$ cat src/rtl/hd44780_monitor.sv
// rtl/hd44780_monitor.sv - passive HD44780 8-bit bus decoder with DDRAM mirror
// Samples RS/E/D, decodes writes on E falling edges, mirrors the 80-byte DDRAM.
module hd44780_monitor #(
    parameter int         SYNC_STAGES = 2,
    parameter logic [7:0] CLEAR_FILL  = 8'h20
) (
    input  logic       clk,
    input  logic       reset,
    input  logic       lcd_rs,
    input  logic       lcd_e,
    input  logic [7:0] lcd_d,
    input  logic [6:0] rd_addr,
    output logic [7:0] rd_data,
    output logic [6:0] ac,
    output logic       display_on,
    output logic       cursor_on,
    output logic       blink_on,
    output logic       busy,
    output logic       err,
    output logic       update
);
    localparam int NCELLS = 80;

    typedef enum logic {S_IDLE, S_FILL} state_t;

    // Two visible DDRAM lines (0x00-0x27, 0x40-0x67) packed into 0..79.
    function automatic logic addr_valid(input logic [6:0] a);
        return (a <= 7'h27) || (a >= 7'h40 && a <= 7'h67);
    endfunction

    function automatic logic [6:0] lin(input logic [6:0] a);
        return a[6] ? a - 7'd24 : a;
    endfunction

    function automatic logic [6:0] ac_step(input logic [6:0] a, input logic inc);
        if (inc)
            return (a == 7'h27) ? 7'h40 : (a == 7'h67) ? 7'h00 : a + 7'd1;
        else
            return (a == 7'h00) ? 7'h67 : (a == 7'h40) ? 7'h27 : a - 7'd1;
    endfunction

    // Each stage holds {E, RS, D[7:0]}; the history stage keeps the values seen while E was high.
    logic [9:0] sync_q [SYNC_STAGES];
    logic [9:0] hist_q;
    logic       fall;
    logic [7:0] d_h;

    always_ff @(posedge clk) begin
        if (reset) begin
            for (int i = 0; i < SYNC_STAGES; i++) sync_q[i] <= '0;
            hist_q <= '0;
        end else begin
            sync_q[0] <= {lcd_e, lcd_rs, lcd_d};
            for (int i = 1; i < SYNC_STAGES; i++) sync_q[i] <= sync_q[i-1];
            hist_q <= sync_q[SYNC_STAGES-1];
        end
    end

    assign fall = hist_q[9] & ~sync_q[SYNC_STAGES-1][9];
    assign d_h  = hist_q[7:0];

    state_t     state_q;
    logic [6:0] fill_q;
    logic [6:0] ac_q;
    logic       id_q;
    logic       ddram_q;
    logic       disp_q, cur_q, blink_q, err_q, upd_q;
    logic [7:0] rd_q;
    logic [7:0] mem [NCELLS];

    logic       wr_en;
    logic [6:0] wr_idx;
    logic [7:0] wr_val;

    always_comb begin
        wr_en  = 1'b0;
        wr_idx = fill_q;
        wr_val = CLEAR_FILL;
        if (!reset) begin
            if (state_q == S_FILL) begin
                wr_en = 1'b1;
            end else if (fall && hist_q[8] && ddram_q) begin
                wr_en  = 1'b1;
                wr_idx = lin(ac_q);
                wr_val = d_h;
            end
        end
    end

    always_ff @(posedge clk) begin
        if (wr_en) mem[wr_idx] <= wr_val;
    end

    always_ff @(posedge clk) begin
        if (reset) begin
            state_q <= S_FILL;
            fill_q  <= '0;
            ac_q    <= '0;
            id_q    <= 1'b1;
            ddram_q <= 1'b1;
            disp_q  <= 1'b0;
            cur_q   <= 1'b0;
            blink_q <= 1'b0;
            err_q   <= 1'b0;
            upd_q   <= 1'b0;
        end else begin
            upd_q <= 1'b0;
            case (state_q)
                S_FILL: begin
                    if (fall) err_q <= 1'b1;
                    fill_q <= fill_q + 7'd1;
                    if (fill_q == 7'(NCELLS - 1)) begin
                        state_q <= S_IDLE;
                        upd_q   <= 1'b1;
                    end
                end
                default: begin
                    if (fall && hist_q[8]) begin
                        if (ddram_q) begin
                            ac_q  <= ac_step(ac_q, id_q);
                            upd_q <= 1'b1;
                        end
                    end else if (fall) begin
                        casez (d_h)
                            8'b1???????: begin
                                ddram_q <= 1'b1;
                                if (addr_valid(d_h[6:0])) begin
                                    ac_q  <= d_h[6:0];
                                    upd_q <= 1'b1;
                                end else begin
                                    err_q <= 1'b1;
                                end
                            end
                            8'b01??????: ddram_q <= 1'b0;
                            8'b001?????: if (!d_h[4]) err_q <= 1'b1;
                            8'b0001????: begin
                                if (!d_h[3]) begin
                                    ac_q  <= ac_step(ac_q, d_h[2]);
                                    upd_q <= 1'b1;
                                end
                            end
                            8'b00001???: begin
                                disp_q  <= d_h[2];
                                cur_q   <= d_h[1];
                                blink_q <= d_h[0];
                            end
                            8'b000001??: id_q <= d_h[1];
                            8'b0000001?: begin
                                ac_q  <= '0;
                                upd_q <= 1'b1;
                            end
                            8'b00000001: begin
                                ac_q    <= '0;
                                id_q    <= 1'b1;
                                fill_q  <= '0;
                                state_q <= S_FILL;
                            end
                            default: err_q <= 1'b1;
                        endcase
                    end
                end
            endcase
        end
    end

    always_ff @(posedge clk) begin
        if (reset) rd_q <= '0;
        else       rd_q <= addr_valid(rd_addr) ? mem[lin(rd_addr)] : 8'h00;
    end

    assign rd_data    = rd_q;
    assign ac         = ac_q;
    assign display_on = disp_q;
    assign cursor_on  = cur_q;
    assign blink_on   = blink_q;
    assign busy       = (state_q == S_FILL);
    assign err        = err_q;
    assign update     = upd_q;
endmodule

$ cat config.mk
export PLATFORM = sky130hd
export DESIGN_NAME = hd44780_monitor
export DESIGN_NICKNAME = d
export VERILOG_FILES = /design/src/rtl/hd44780_monitor.sv
export SDC_FILE = /design/constraint.sdc
export NUM_CORES = 1
export LEC_CHECK = 0
export CORE_MARGIN = 4
export CORE_UTILIZATION = 65
export DETAILED_ROUTE_END_ITERATION = 10
export PLACE_DENSITY = 0.81
export SKIP_CTS_REPAIR_TIMING = 1
export SLEW_MARGIN = 15
export SYNTH_ARGS = -nofsm -noshare
export SYNTH_HDL_FRONTEND = slang
export SYNTH_SLANG_ARGS = --single-unit
$ cat constraint.sdc
create_clock -name clk -period 8.1 [get_ports clk]
set_input_delay 0.81 -clock clk [delete_from_list [all_inputs] [get_ports clk]]
set_output_delay 0.81 -clock clk [all_outputs]
set_load 0.05 [all_outputs]
==> impl_metrics.yaml <==
die:
  num_io_pins: 40
  rows: 75
  die_w_um: 215.3
  coreArea_um2: 42230
  die_area_um2: 46360
  start_util_pct: 66.16
  die_h_um: 215.3
synthesis:
  ys_async_sr_fraction_pct: 0
  synth_top_area_share_pct: 68.79
  ys_seq_elements: 700
  yosysSeqAreaShare_pct: 73.09
  ys.flop_type: "edfxtp_1"
  synthMuxAreaShare_pct: 14.33
  syn_inst: 1542
  synth.avg_cell_area_um2: 18.12
  synth_edf_count: 640
  synth-xor-area-share_pct: 0.5598
  synthesis.area_um2: 27940
  synth_warnings: 0
  synth_top_family_by_area: "multiplexers"
  synth-simple-area-share_pct: 6.525
  synth_area_leaders: "edfxtp_1, mux4_2, dfxtp_1, nor2_1, nand2_1"
  synth_cell_types: 63
  syn_nets: 1571
  synth_top_area_cell: "edfxtp_1"
  synth_compound_area_share_pct: 3.220
  synth_fa_ha_area_share_pct: 0.4478
routing:
  drtIter0Drc: 2488
  dr.pass1.iters: 6
  drc: 0
  totalWireLength_um: 65310
  antenna_left: 0
  wire_per_inst_um: 30.13
  vias_per_cell: 7.030
  vias: 15240
pwr:
  leakagePower_nw: 9.234
  ir_drop_mv: 0.1857
  power_density_nw_per_um2: 234.5
timing:
  rsz0062_at_grt: "no"
  skew_ns: 0.02948
  fin_crit_sh_pct: 46.67
  tns_ns: 0
  max_slew_margin_pct: 36.93
  fin_crit_ns: 3.780
  maxSlewViolCount: 0
  tightest_slew_ns: 0.9461
  max_freq_mhz: 264.5
  whs_ns: 0.4288
  finalHoldViolations: 0
  setup_viol: 0
job:
  maxCapViolCount: 0
setup_path:
  critPathMaxFanout: 23
  critical_path_required_ns: 8.32
  critPathTopFamily: "simple AND/OR/NAND/NOR gates"
  crit_arrival_ns: 4.00
  cpMaxStageDelayCell: "nor2_1"
  worst_setup_path_start_kind: "flip-flop"
  slowest_delay_ns: 0.86
  crit_type: "reg2reg"
  worst_setup_path_end_kind: "flip-flop"
  crit_buf_inv: 0
  worstPathCellList: "and3b_1, and3_1, mux2i_1, and2_1, nand2b_1, nor2_1"
grt:
  antenna_found_initial: 1
  grt_pass1_vias: 15200
  use_met2_pct: 45.39
  grt_pass1_wl_um: 99200
  grt_busiest_layer: "met2"
  grt.total_usage_pct: 28.64
  grtUsageMet3_pct: 6.186
  grt_start_max_net_pins: 81
  overflow: 0
  met1_usage_pct: 40.25
finish:
  fin_nets: 1609
  final_cell_mix: "edfxtp_1, mux4_2, nor2_1, nand2_1, clkbuf_16"
  diodes: 0
  multi_input_area_um2: 7043
  nFillCells: 2351
  final_core_util_pct: 72.84
  layout_commonest_cell: "edfxtp_1"
  seq_area_um2: 20420
  area_growth_pct: 10.09
  drive_above_1_share_pct: 18.48
clock_tree:
  clk_latency_ns: 0.60
  numClockSinks: 700
  cts_buffers: 67
  cts.htree.levels: 3
  cts_tree: "done"
  cts_buffer_depth: 3
  cts.clk_slew.worst_paths_ns: 0.06
  root_buffer: "clkbuf_16"
placement:
  portBuffers: 39
  place.gp.congestion: 0.8904
  dp_hpwl_um: 38570
outcome:
  outcome: "complete, no violations"
worst_hold_path:
  min_path_type: "reg2reg"
[cell families (layout without fill, tap and decap cells)]
group                      Yosys count  in the layout
DFF                                700            700
AOI/OAI and AO/OA                  137            137
and+or+nand+nor                    385            385
muxes                              191            191
adders and majority gates           10             10
xor gates and xnor gates            17             17
buffers and inverters              102            189
[stage by stage]
stage	setup WS (ns)	std cells	power [W]	cell area, µm²
after floorplan	4.403	1542	0.004197	27940
after global placement	4.009	2050	0.004286	28710
after detailed placement	3.801	2050	0.004289	28710
after CTS	4.304	2168	0.007218	30760
after global routing	4.100	2168	0.007408	30760
final	4.320	2168	0.007214	30760
[synthesized netlist by cell type (all sizes together), types with 8 or more instances]
cell type    n
nor2       113
o21ai       31
nand2      112
a31oi       15
mux4       167
nor2b       31
mux2i       23
a32oi        8
buf         55
nand3       39
ha          10
nor3        14
inv         13
xnor2       11
and2        13
nand2b      19
edfxtp     640
a21oi       36
clkbuf      34
dfxtp       60
and3         9
[registers in the layout, indices dropped and copies added (netlist names)]
| signal | flops |
|---|---|
| busy | 1 |
| mem | 640 |
| sync_q | 20 |
| rd_data | 8 |
| update | 1 |
| cursor_on | 1 |
| fill_q | 7 |
| ddram_q | 1 |
| display_on | 1 |
| hist_q | 10 |
| blink_on | 1 |
| ac | 7 |
| id_q | 1 |
| err | 1 |
[cell type report]
type,instances,share of cell area (%)
clock buffer,88,5.910
clock inverter,30,0.7485
multi-input combinational,740,22.90
tap,539,2.192
sequential,700,66.38
inverter,13,0.1586
timing repair buffer,58,1.708
[where the power goes]
| part | leakage, nW | internal [W] | switching (W) |
|---|---|---|---|
| logic | 2.43 | 0.000107 | 0.000200 |
| clock network | 0.985 | 0.00168 | 0.00131 |
| registers | 5.82 | 0.00390 | 0.0000130 |
[metal layers]
| metal | vias to the layer above | wire length [µm] |
|---|---|---|
| li1 | 6209 | - |
| met1 | 7662 | 23770 |
| met2 | 1134 | 31440 |
| met3 | 235 | 7113 |
| met4 | 2 | 2974 |
| met5 | - | 13 |
[path summary, 6_finish.rpt]
kind	startpoint	to	slack, ns	cells past startpoint
min reg2reg	sync_q[0][18]	hist_q[8]	0.43	1
max reg2reg	hist_q[8]	mem[72][2]	4.32	6
max	hist_q[8]	mem[72][2]	4.32	6
min	sync_q[0][18]	hist_q[8]	0.43	1
(Power assumes the default switching activity.)
